**src/rtl/multicycle_sequencer_pkg.sv**
```systemverilog
// multicycle_sequencer_pkg: shared core package with the sequencer state
// encoding and the RV32I major-opcode constants used for decode.
package multicycle_sequencer_pkg;

    typedef enum logic [2:0] {
        S_FETCH   = 3'd0,
        S_DECODE  = 3'd1,
        S_EXECUTE = 3'd2,
        S_MEM     = 3'd3,
        S_WB      = 3'd4,
        S_TRAP    = 3'd5
    } state_e;

    localparam logic [4:0] OP_REG    = 5'b01100;
    localparam logic [4:0] OP_IMM    = 5'b00100;
    localparam logic [4:0] OP_JALR   = 5'b11001;
    localparam logic [4:0] OP_LOAD   = 5'b00000;
    localparam logic [4:0] OP_STORE  = 5'b01000;
    localparam logic [4:0] OP_JAL    = 5'b11011;
    localparam logic [4:0] OP_BRANCH = 5'b11000;
    localparam logic [4:0] OP_LUI    = 5'b01101;
    localparam logic [4:0] OP_AUIPC  = 5'b00101;

    function automatic logic is_legal(input logic [4:0] op, input logic [1:0] lo);
        return lo == 2'b11 && (op inside {OP_REG, OP_IMM, OP_JALR, OP_LOAD, OP_STORE,
                                          OP_JAL, OP_BRANCH, OP_LUI, OP_AUIPC});
    endfunction

    function automatic logic is_mem(input logic [4:0] op);
        return op == OP_LOAD || op == OP_STORE;
    endfunction

endpackage

```
**src/rtl/multicycle_sequencer_control_logic.sv**
```systemverilog
// control_logic: FETCH/DECODE/EXECUTE/MEM/WB/TRAP sequencer with outputs
// decoded combinationally from the registered state and current inputs.
module control_logic
    import multicycle_sequencer_pkg::*;
(
    input  logic       clk,
    input  logic       rst_n,
    input  logic [4:0] opcode,
    input  logic [1:0] op_lo,
    input  logic       RegWEn_in,
    input  logic       MemRW_in,
    input  logic       halt,
    input  logic       mem_ready,
    output logic       mem_req,
    output logic       mem_we,
    output logic       mem_sel,
    output logic       ir_en,
    output logic       pc_en,
    output logic       reg_we,
    output logic       trap,
    output logic       retire,
    output logic [2:0] state_o
);

    state_e state_q, state_d;
    logic   fetch_busy_q, fetch_busy_d;
    logic   fetch_req;

    // A fetch already on the bus stays requested even if halt rises mid-wait.
    always_comb begin
        fetch_req    = state_q == S_FETCH && (!halt || fetch_busy_q);
        fetch_busy_d = fetch_req && !mem_ready;
        state_d      = state_q;
        unique case (state_q)
            S_FETCH:   state_d = (fetch_req && mem_ready) ? S_DECODE : S_FETCH;
            S_DECODE:  state_d = is_legal(opcode, op_lo) ? S_EXECUTE : S_TRAP;
            S_EXECUTE: state_d = is_mem(opcode) ? S_MEM : S_WB;
            S_MEM:     state_d = mem_ready ? S_WB : S_MEM;
            S_WB:      state_d = S_FETCH;
            default:   state_d = S_TRAP;
        endcase
    end

    always_ff @(posedge clk or negedge rst_n) begin
        if (!rst_n) begin
            state_q      <= S_FETCH;
            fetch_busy_q <= 1'b0;
        end else begin
            state_q      <= state_d;
            fetch_busy_q <= fetch_busy_d;
        end
    end

    assign mem_req = rst_n && (fetch_req || state_q == S_MEM);
    assign mem_sel = rst_n && state_q == S_MEM;
    assign mem_we  = mem_sel && MemRW_in;
    assign ir_en   = rst_n && fetch_req && mem_ready;
    assign pc_en   = rst_n && state_q == S_WB;
    assign reg_we  = pc_en && RegWEn_in;
    assign retire  = pc_en;
    assign trap    = state_q == S_TRAP;
    assign state_o = state_q;

endmodule

```
**src/rtl/multicycle_sequencer_retire_counter.sv**
```systemverilog
// retire_counter: 32-bit retired-instruction counter, wraps modulo 2^32.
module retire_counter #(
    parameter logic [31:0] RST_VAL = '0
) (
    input  logic        clk,
    input  logic        rst_n,
    input  logic        inc,
    output logic [31:0] count
);

    logic [31:0] count_q, count_d;

    assign count_d = inc ? count_q + 32'd1 : count_q;

    always_ff @(posedge clk or negedge rst_n) begin
        if (!rst_n) count_q <= RST_VAL;
        else        count_q <= count_d;
    end

    assign count = count_q;

endmodule

```
**src/rtl/multicycle_sequencer.sv**
```systemverilog
// multicycle_sequencer: multicycle core control sequencer; couples the
// state machine with the retired-instruction counter.
module multicycle_sequencer
    import multicycle_sequencer_pkg::*;
#(
    parameter logic [31:0] INSTRET_RST = '0
) (
    input  logic        clk,
    input  logic        rst_n,
    input  logic [4:0]  opcode,
    input  logic [1:0]  op_lo,
    input  logic        RegWEn_in,
    input  logic        MemRW_in,
    input  logic        halt,
    input  logic        mem_ready,
    output logic        mem_req,
    output logic        mem_we,
    output logic        mem_sel,
    output logic        ir_en,
    output logic        pc_en,
    output logic        reg_we,
    output logic        trap,
    output logic [31:0] instret,
    output logic [2:0]  state_o
);

    logic retire;

    control_logic u_ctrl (
        .clk       (clk),
        .rst_n     (rst_n),
        .opcode    (opcode),
        .op_lo     (op_lo),
        .RegWEn_in (RegWEn_in),
        .MemRW_in  (MemRW_in),
        .halt      (halt),
        .mem_ready (mem_ready),
        .mem_req   (mem_req),
        .mem_we    (mem_we),
        .mem_sel   (mem_sel),
        .ir_en     (ir_en),
        .pc_en     (pc_en),
        .reg_we    (reg_we),
        .trap      (trap),
        .retire    (retire),
        .state_o   (state_o)
    );

    retire_counter #(.RST_VAL(INSTRET_RST)) u_rc (
        .clk   (clk),
        .rst_n (rst_n),
        .inc   (retire),
        .count (instret)
    );

endmodule
```
**config.mk**
```make
export PLATFORM = sky130hd
export DESIGN_NAME = multicycle_sequencer
export DESIGN_NICKNAME = d
export VERILOG_FILES = /design/src/rtl/multicycle_sequencer_pkg.sv /design/src/rtl/multicycle_sequencer_control_logic.sv /design/src/rtl/multicycle_sequencer_retire_counter.sv /design/src/rtl/multicycle_sequencer.sv
export SDC_FILE = /design/constraint.sdc
export NUM_CORES = 1
export LEC_CHECK = 0
export ABC_CLOCK_PERIOD_IN_PS = 2050
export BUFFER_PORTS_ARGS = -buffer_cell sky130_fd_sc_hd__buf_2
export CAP_MARGIN = 15
export CORE_ASPECT_RATIO = 0.7
export CORE_MARGIN = 3
export CORE_UTILIZATION = 40
export DETAILED_ROUTE_END_ITERATION = 8
export MAX_ROUTING_LAYER = met4
export SETUP_SLACK_MARGIN = 0.4
export SKIP_CTS_REPAIR_TIMING = 1
export SLEW_MARGIN = 20
export SYNTH_ARGS = -nofsm -noshare
export SYNTH_HDL_FRONTEND = slang
export SYNTH_SLANG_ARGS = --single-unit
```
**constraint.sdc**
```tcl
create_clock -name clk -period 2.05 [get_ports clk]
set_input_delay 0.3075 -clock clk [delete_from_list [all_inputs] [get_ports clk]]
set_output_delay 0.3075 -clock clk [all_outputs]
set_load 0.02 [all_outputs]
```
==> key figures, run 1 <==
Layout
  • Sequential cell area: 907.1 µm²
  • Area of the multi-input gates: 863.3 µm²
  • Final #Nets: 246
  • FILL cells: 376
  • Fin util: 0.5719
  • Share of cells above drive strength 1: 0.4249
  • Layout area overhead: 31.81%
  • Number of diodes: 0

Power and ir drop
  • VDD IR max: 0.4136 mV
  • Net Sw Frac: 0.2193
  • P_int: 0.9998 mW
  • Clock Power Share: 0.408
  • Power Density: 547.7 nW/µm²
  • Leakage: 1.178 nW
  • P_sw: 0.2809 mW
  • Sequential power share: 0.557
  • Comb pwr share: 0.035
  • Tot Pwr: 1.281 mW

Placement
  • Post-Place Setup Slack: 297.1 ps
  • Number of I/O port buffers: 54
  • Detailed-placement wirelength estimate: 2879 µm
  • GPL Wtd Cong: 0.8125

Critical path
  • Critical Path Source Type: flop
  • R2R Setup Slk: 410 ps
  • Worst R2R Path Depth: 6
  • Critical path destination: reg_we
  • FF-to-FF End: u_rc.count[20]
  • R2r startpoint: u_ctrl.state_o[0]
  • Critical path arrival: 1420 ps
  • CP startpoint: u_ctrl.state_o[0]
  • Critical Path RT: 1740 ps
  • CP endpoint kind: output pin
  • CP Class: flop to output pin
  • Crit path max fanout: 7

Floorplan
  • Die extent in x: 85.60 µm
  • Core area: 4089 µm²
  • Chip height: 61.72 µm
  • Row count: 19
  • Die ar.: 5283 µm²
  • Initial Utilization: 0.4339
  • IO Pins: 55

Clock tree
  • Reg clk slew, reported paths: 70 ps
  • Total CTS buffers: 5
  • Clk buf depth: 2
  • CTS tree: done
  • Clock Latency Late Sink: 290 ps
  • Root Driver: clkbuf_8
  • H-tree depth: 2
  • CTS Sinks: 36

Run status
  • Status: complete, no violations

Global routing
  • Total grt overflow: 0
  • First-pass GRT wire length: 6555 µm
  • Total GRT Usage: 0.1687
  • Largest net degree at the start of global routing: 37
  • Vias in the first global route: 1328
  • Initial antenna violation count: 0

Routing
  • Drt initial violations: 41
  • Routed wire length on met3: 254 µm
  • Routed wire per std cell: 14.37 µm
  • Vias: 1471
  • Metal-1 WL: 1915 µm
  • # DRC: 0
  • First-pass detailed-route iteration total: 4
  • Final WL: 4095 µm
  • Post-DR vias/cell: 5.161
  • Antenna viol nets, final: 0
  • Top routing layer used: met4
  • Met2 Routed Length: 1876 µm

Synth
  • Cells after Synth: 162
  • Synth Register Bits: 36
  • Syn Nets: 176
  • Largest area contributor in the netlist: dfrtp_1
  • Syn avg cell area: 10.95 µm²
  • Synthesized area: 1774 µm²
  • Synth area leaders: dfrtp_1 (51%), xnor2_1 (14%), nand3_1 (4.8%)
  • Post-synthesis sequential area ratio: 0.5078
  • Synth async-reset ratio: 1.000
  • Share of the synthesized area in the top cell type: 0.5078
  • Top_reg_cell synth: dfrtp_1
  • Post-synth EDFFs: 0
  • Yosys cell types: 36
  • Ys Warns: 0

STA
  • Final worst slack: 320.8 ps
  • Tcrit/Tclk final: 0.8435
  • Final hold violation count: 0
  • Slew @ Worst Pin: 454.2 ps
  • F_max: 0.5783 GHz
  • Final Max Tran Viols: 0
  • Clk_skew: 8.708 ps
  • RSZ-0062 raised after global routing: true
  • Slew margin rel.: 0.6954
  • Period minus WS final: 1729 ps
  • Post-route setup TNS: 0 ps
  • Final Setup Violations: 0

Run
  • Max cap viols: 0

Worst hold path
  • Worst min-delay path class: primary input to asynchronous set/reset pin
power by group through the flow:
stage          Sequential (mW)  Clock, mW  Combinational, mW
2_1_floorplan            0.728          0             0.0105
3_3_place_gp             0.726          0             0.0435
4_1_cts                  0.712      0.546             0.0460
3_5_place_dp             0.726          0             0.0459
5_1_grt                  0.712      0.581             0.0518
6_report                 0.713      0.523             0.0448
layout make-up:
class	count	area share
Multi-Input combinational cell	118	0.3692
Inverter	5	0.009096
Timing Repair Buffer	66	0.1659
Clock buffer	7	0.03692
Tap cell	52	0.02782
Sequential cell	36	0.3879
Clock inverter	1	0.003210
cell usage after synthesis (2+ instances only):
cell type  instances
and2_1             3
nand2_1           14
a21oi_1            2
o211ai_1           2
buf_6              2
nand4_1           10
nor2_1             7
dfrtp_1           36
nor3_1             2
and3_1             7
and4_1             3
xnor2_1           28
nand3_1           17
o21ai_0            2
xor2_1             3
inv_1              4
cells in the final DEF, fill, tap and decap left out, types with 3 or more instances in the layout:
master / instances
xor2_1: 3
clkbuf_8: 6
and3_1: 6
nand2_1: 13
inv_1: 3
xnor2_1: 28
dfrtp_1: 31
nor2_1: 4
buf_2: 50
buf_4: 12
nand3_1: 16
dfrtp_2: 5
nand4_1: 10
cells by family after synthesis:
kind of cell	synth area share
AND/OR/NAND/NOR	0.2631
flip-flops	0.5078
buffers and inverters	0.02750
AO/OA/AOI/OAI	0.04161
XOR/XNOR	0.1530
adder cells (fa/ha/maj)	0.007051
state kept, by name, summed over array words and instances, names as in the netlist:
register,count
u_ctrl.state_o,3
u_ctrl.fetch_busy_q,1
u_rc.count,32
metal layers:
metal,global-route usage,vias up
li1,-,716
met1,0.2298,703
met2,0.2456,47
met3,0.04348,5
met4,0.06095,0
met5,-,-
worst max-delay path, cell delays in order (launching register included):
cell and delay [ps]:
dfrtp_2 460, nand4bb_4 310, inv_4 130, and2_4 140
buf_6 100
worst min-delay path by stage:
stage,endpoint,slack [ps],startpoint
after global placement,u_rc.count[31],460,u_rc.count[31]
final,u_rc.count[5],170,rst_n
after CTS,u_rc.count[7],180,rst_n
after detailed placement,u_rc.count[31],460,u_rc.count[31]
after floorplan,u_ctrl.fetch_busy_q,10,rst_n
after global routing,u_ctrl.fetch_busy_q,200,mem_ready
stage by stage:
stage	hold WS, ps	instances	cell area, µm²
2_1_floorplan	11.91	162	1789
5_1_grt	202.9	285	2338
6_report	171.2	285	2338
3_5_place_dp	460.3	266	2102
4_1_cts	176.3	274	2196
3_3_place_gp	461.0	266	2102
(Power assumes the default switching activity.)
==> run 2, diff against run 1 <==
Settings changed: ABC_AREA from default to 1, ABC_CLOCK_PERIOD_IN_PS 2050 to 1400, PLACE_DENSITY from default to 0.66.
Clock period 2.05 ns to 1.4 ns, I/O delays scaled along.
==> key figures, run 2 <==
STA
  • F_max: 0.5984 GHz
  • Slew @ Worst Pin: 372.6 ps (-81.60 ps)
  • Post-route setup TNS: -4554 ps (-4554 ps)
  • Tcrit/Tclk final: 1.194
  • Min Hold Slack: 142.0 ps (-29.12 ps)
  • Period minus WS final: 1671 ps
  • Final worst slack: -271.1 ps (-592.0 ps)
  • Final hold violation count: 0 (unchanged)
  • Final Setup Violations: 37 (+37)
  • Final Max Tran Viols: 0 (unchanged)
  • Clk_skew: 6.176 ps (-2.531 ps)
  • Slew margin rel.: 0.7507 (+0.05531)
  • RSZ-0062 raised after global routing: true

Synth
  • Commonest cells in the netlist: nand2_1 (89), inv_1 (43), dfrtp_1 (36)
  • Top-count cell post-synth: nand2_1
  • Top_reg_cell synth: dfrtp_1
  • Post-synth EDFFs: 0 (unchanged)
  • Share of the synthesized area in the top cell type: 0.4233 (-0.08448)
  • Post-synthesis sequential area ratio: 0.4233 (-0.08448)
  • Synth area leaders: dfrtp_1 (42%), nand2_1 (16%), inv_1 (7.6%)
  • Syn Nets: 301 (+71%)
  • Largest area contributor in the netlist: dfrtp_1
  • Yosys cell types: 23 (-36%)
  • Cells after Synth: 287 (+77%)
  • Syn avg cell area: 7.416 µm² (-32%)
  • Ys Warns: 0 (unchanged)
  • Synth Register Bits: 36 (unchanged)
  • Synthesized area: 2128 µm² (+20%)
  • Synth async-reset ratio: 1.000 (unchanged)

Power and ir drop
  • Power Density: 548.9 nW/µm² (+0.23%)
  • Tot Pwr: 1.929 mW (+51%)
  • Sequential power share: 0.539 (-0.018)
  • P_sw: 0.4162 mW (+48%)
  • VDD IR max: 0.4086 mV (-1.2%)
  • Leakage: 1.703 nW (+45%)
  • P_int: 1.513 mW (+51%)
  • Clock Power Share: 0.426 (+0.018)
  • Net Sw Frac: 0.2157 (-0.003597)
  • Comb pwr share: 0.036 (about the same)

Critical path
  • Crit path max fanout: 5 (-2)
  • Critical path arrival: 1460 ps (+40 ps)
  • Worst path max stage delay: 420 ps (-40 ps)
  • Critical Path Source Type: flop
  • Critical Path RT: 1190 ps (-550 ps)
  • R2R Setup Slk: -170 ps (-580 ps)
  • R2r startpoint: u_ctrl.state_o[0]
  • CP Class: flop to output pin
  • Crit path cell chain: buf_6, nor2_4, nand2_1, nor2_2, nand2_2, nor2_4, buf_6
  • CP startpoint: u_ctrl.state_o[0]
  • FF-to-FF End: u_rc.count[26]
  • Worst R2R Path Depth: 9 (+3)
  • Critical path destination: ir_en
  • CP endpoint kind: output pin
  • Slowest-stage cell, CP: dfrtp_2

Run status
  • Failing checks: negative setup slack
  • Status: finished with violations

Routing
  • Drt initial violations: 136 (+230%)
  • Post-DR vias/cell: 4.811 (-6.8%)
  • Vias: 2266 (+54%)
  • Antenna viol nets, final: 0 (unchanged)
  • # DRC: 0 (unchanged)
  • Routed wire per std cell: 13.23 µm (-7.9%)
  • First-pass detailed-route iteration total: 5 (+1)
  • Final WL: 6232 µm (+52%)

Layout
  • Commonest non-fill, non-tap cell in the layout: nand2_1
  • Layout area overhead: 65.14%
  • Max reg flops: 32 (unchanged)
  • Share of cells above drive strength 1: 0.4776 (+0.05272)
  • Sequential cell area: 924.6 µm² (+1.9%)
  • Final #Nets: 415 (+69%)
  • Non-filler cells, final: 471 (+65%)
  • Number of diodes: 0 (unchanged)
  • FILL cells: 395 (+5.1%)
  • Fin util: 0.7077 (+0.1358)
  • Post-route cell area: 3515 µm² (+50%)
  • Area of the multi-input gates: 1287 µm² (+49%)
  • Most frequent cells in the layout: nand2_1 (79), buf_6 (46), inv_1 (41), buf_4 (40), nor2_1 (22)

Global routing
  • Vias in the first global route: 1990 (+50%)
  • Initial antenna violation count: 0 (unchanged)
  • First-pass GRT wire length: 9466 µm (+44%)
  • Largest net degree at the start of global routing: 16 (-57%)
  • Total GRT Usage: 0.1999 (+0.03122)
  • Total grt overflow: 0 (unchanged)

Placement
  • Detailed-placement wirelength estimate: 4556 µm (+58%)
  • Placed cells: 437 (+64%)
  • Placed cell areas: 2810 µm² (+34%)
  • GPL Wtd Cong: 0.8921 (+9.8%)
  • Post-Place Setup Slack: -78.16 ps (-375.2 ps)
  • Number of I/O port buffers: 54 (unchanged)

Floorplan
  • Core area: 4966 µm² (+21%)
  • Die ar.: 6246 µm² (+18%)
  • Die extent in x: 93.19 µm (+8.9%)
  • Chip height: 67.03 µm (+8.6%)
  • Initial Utilization: 0.4286 (-0.005333)
  • IO Pins: 55 (unchanged)
  • Row count: 21 (+2)

Clock tree
  • Reg clk slew, reported paths: 70 ps (about the same)
  • Root Driver: clkbuf_8
  • H-tree depth: 2 (unchanged)
  • Total CTS buffers: 5 (unchanged)
  • CTS tree: done
  • Clk buf depth: 2 (unchanged)
  • Clock Latency Late Sink: 290 ps (about the same)
  • CTS Sinks: 36 (unchanged)

Worst hold path
  • Worst min-delay path class: primary input to flop

Run
  • Max cap viols: 0 (unchanged)
## run 2: worst max-delay path, delay by kind of cell (launching register included)
family        cells  cell delay, ps
buf+inv           2             260
simple gates      5             490
flops             1             420
## run 2: layout make-up
class                      count  area share
multi-input combinational    206      0.3663
clock buffer                   8     0.02848
timing repair buffer         108      0.2698
inverter                      44     0.04770
sequential                    36      0.2631
tap                           69     0.02456
## run 2: kinds of logic (layout without fill, tap and decap cells)
kind of cell	Yosys count	after routing	share of synthesized area
xor+xnor	14	14	0.05761
simple gates	183	183	0.4115
compound gates	8	8	0.01881
fa+ha+maj	1	1	0.005878
buf+inv	45	160	0.08289
flops	36	36	0.4233
## run 2: power by group through the flow
| stage | Combinational [mW] | Clock [mW] | Sequential, mW |
|---|---|---|---|
| after global placement | 0.0649 | 0 | 1.06 |
| after detailed placement | 0.0667 | 0 | 1.06 |
| after CTS | 0.0673 | 0.843 | 1.04 |
| after floorplan | 0.0152 | 0 | 1.06 |
| final | 0.0689 | 0.821 | 1.04 |
| after global routing | 0.0795 | 0.878 | 1.04 |
## run 2: routing by layer
metal	share of wire	track usage
met3	0.071	0.04515
met1	0.49	0.2983
met2	0.43	0.2735
met4	0.0088	0.04205
met5	0	-
## run 2: worst min-delay path by stage
stage	startpoint	slack [ps]	depth (start not counted)	to
after floorplan	rst_n	-90	0	u_ctrl.fetch_busy_q
after global placement	rst_n	230	2	u_rc.count[29]
after detailed placement	rst_n	240	2	u_rc.count[21]
after CTS	rst_n	-70	2	u_rc.count[17]
after global routing	mem_ready	150	2	u_ctrl.fetch_busy_q
final	mem_ready	140	2	u_ctrl.fetch_busy_q
==> run 3, diff against run 2 <==
Settings changed: PLACE_DENSITY 0.66 to default, PLACE_DENSITY_LB_ADDON from default to 0.05.
==> key figures, run 3 (synthesized netlist as in run 2, its figures left out) <==
Critical path
  • Slowest-stage cell, CP: dfrtp_2
  • Critical Path Source Type: flop
  • Critical Path RT: 1190 ps (about the same)
  • Buf/Inv on CP: 3 (+1)
  • CP endpoint kind: output pin
  • Crit path max fanout: 2 (-3)
  • Worst path top cell family by delay: flip-flops
  • Critical path arrival: 1420 ps (-40 ps)
  • Worst path max stage delay: 420 ps (about the same)
  • Crit path cell chain: buf_6, nor2_4, nand2_2, nor2_4, inv_2, a21oi_4, buf_6
  • CP Class: flop to output pin

Clock tree
  • Clk buf depth: 2 (unchanged)
  • CTS tree: done
  • Clock Latency Late Sink: 280 ps (about the same)
  • Root Driver: clkbuf_8
  • H-tree depth: 2 (unchanged)
  • CTS Sinks: 36 (unchanged)
  • Total CTS buffers: 5 (unchanged)
  • Reg clk slew, reported paths: 70 ps (about the same)

Routing
  • Post-DR vias/cell: 4.716 (-2.0%)
  • First-pass detailed-route iteration total: 4 (-1)
  • Routed wire per std cell: 13.43 µm (+1.5%)
  • Final WL: 6392 µm (+2.6%)
  • # DRC: 0 (unchanged)
  • Vias: 2245 (-0.93%)
  • Drt initial violations: 87 (-36%)
  • Antenna viol nets, final: 0 (unchanged)

STA
  • Slew margin rel.: 0.6665 (-0.08420)
  • Final worst slack: -226.4 ps (+44.75 ps)
  • Final Setup Violations: 30 (-19%)
  • Final hold violation count: 5 (+5)
  • Period minus WS final: 1626 ps (-44.75 ps)
  • RSZ-0062 raised after global routing: true
  • Slew @ Worst Pin: 498.7 ps (+126.0 ps)
  • Min Hold Slack: -4.583 ps (-146.6 ps)
  • F_max: 0.6149 GHz (+2.8%)
  • Clk_skew: 6.305 ps (+0.1293 ps)
  • Post-route setup TNS: -2631 ps (+1924 ps)
  • Tcrit/Tclk final: 1.162 (-0.03196)
  • Final Max Tran Viols: 0 (unchanged)

Run status
  • Status: finished with violations
  • Failing checks: negative hold slack, negative setup slack

Placement
  • GPL Wtd Cong: 0.8369 (-6.2%)
  • Number of I/O port buffers: 54 (unchanged)
  • Post-Place Setup Slack: -45.24 ps (+32.92 ps)
  • Detailed-placement wirelength estimate: 4380 µm (-3.9%)
  • Placed cell areas: 2795 µm² (-0.53%)

Layout
  • Max reg flops: 32 (unchanged)
  • Number of diodes: 0 (unchanged)
  • Most frequent cells in the layout: nand2_1 (82), buf_6 (58), inv_1 (39), buf_4 (37), nor2_1 (21)
  • Commonest non-fill, non-tap cell in the layout: nand2_1
  • Layout area overhead: 68.84%
  • Share of cells above drive strength 1: 0.4619 (-0.01570)
  • Final #Nets: 421 (+1.4%)
  • Post-route cell area: 3593 µm² (+2.2%)

Floorplan
  • Die extent in x: 93.19 µm (unchanged)
  • Die ar.: 6246 µm² (unchanged)
  • Row count: 21 (unchanged)
  • Initial Utilization: 0.4286 (unchanged)
  • Core area: 4966 µm² (unchanged)
  • Chip height: 67.03 µm (unchanged)
  • IO Pins: 55 (unchanged)

Global routing
  • Vias in the first global route: 1837 (-7.7%)
  • Total grt overflow: 0 (unchanged)
  • First-pass GRT wire length: 9177 µm (-3.1%)
  • Total GRT Usage: 0.1963 (-0.003660)
  • Largest net degree at the start of global routing: 27 (+11)
  • Initial antenna violation count: 0 (unchanged)

Power and ir drop
  • Power Density: 503.8 nW/µm² (-8.2%)
  • Leakage: 1.745 nW (+2.5%)
  • VDD IR max: 0.3400 mV (-17%)
  • Tot Pwr: 1.810 mW (-6.2%)

Worst hold path
  • Worst min-delay path class: primary input to asynchronous set/reset pin

Run
  • Max cap viols: 0 (unchanged)
==> run 3: final timing paths <==
| path | end | slack [ps] | cells past startpoint | from |
|---|---|---|---|---|
| setup / recovery | mem_req | -230 | 7 | u_ctrl.state_o[0] |
| hold / removal | u_rc.count[2] | -5 | 2 | rst_n |
| setup reg to reg | u_rc.count[10] | -150 | 7 | u_ctrl.state_o[1] |
| hold reg to reg | u_rc.count[2] | 520 | 1 | u_rc.count[2] |
| max in group asynchronous | u_ctrl.state_o[0] | 430 | 3 | rst_n |
| min in group clk | u_ctrl.fetch_busy_q | 140 | 2 | mem_ready |
==> run 3: through the flow <==
stage / instances / util
2_1_floorplan: 287 / -
3_3_place_gp: 435 / 0.5629
3_5_place_dp: 435 / 0.5629
4_1_cts: 442 / 0.5785
5_1_grt: 476 / 0.7236
6_report: 476 / 0.7236
==> run 3: power by group <==
group / switching (mW) / internal (mW)
Sequential: 0 / 1.04
Clock: 0.366 / 0.339
Combinational: 0.0437 / 0.0228
==> run 3: final cells by class <==
cell class / instances / area [µm²]
Tap cell: 69 / 86.33
Clock inverter: 1 / 5.005
Inverter: 44 / 165.2
Fill cell: 393 / 1373
Multi-Input combinational cell: 206 / 1272
Clock buffer: 6 / 72.57
Sequential cell: 36 / 920.9
Timing Repair Buffer: 114 / 1071
==> run 3: worst reg2reg max path, stage by stage (launching register included) <==
cell     delay (ps)
dfrtp_2         420
inv_2            90
nand2_2          80
nor2_4          240
buf_6           140
nand4_4         190
buf_6           180
xnor2_1         110
==> run 3: per-layer routing <==
| metal | share of wire | GRT usage |
|---|---|---|
| met1 | 0.49 | 0.3109 |
| met2 | 0.44 | 0.2511 |
| met4 | 0.0048 | 0.03839 |
| met5 | 0 | - |
| met3 | 0.061 | 0.03837 |
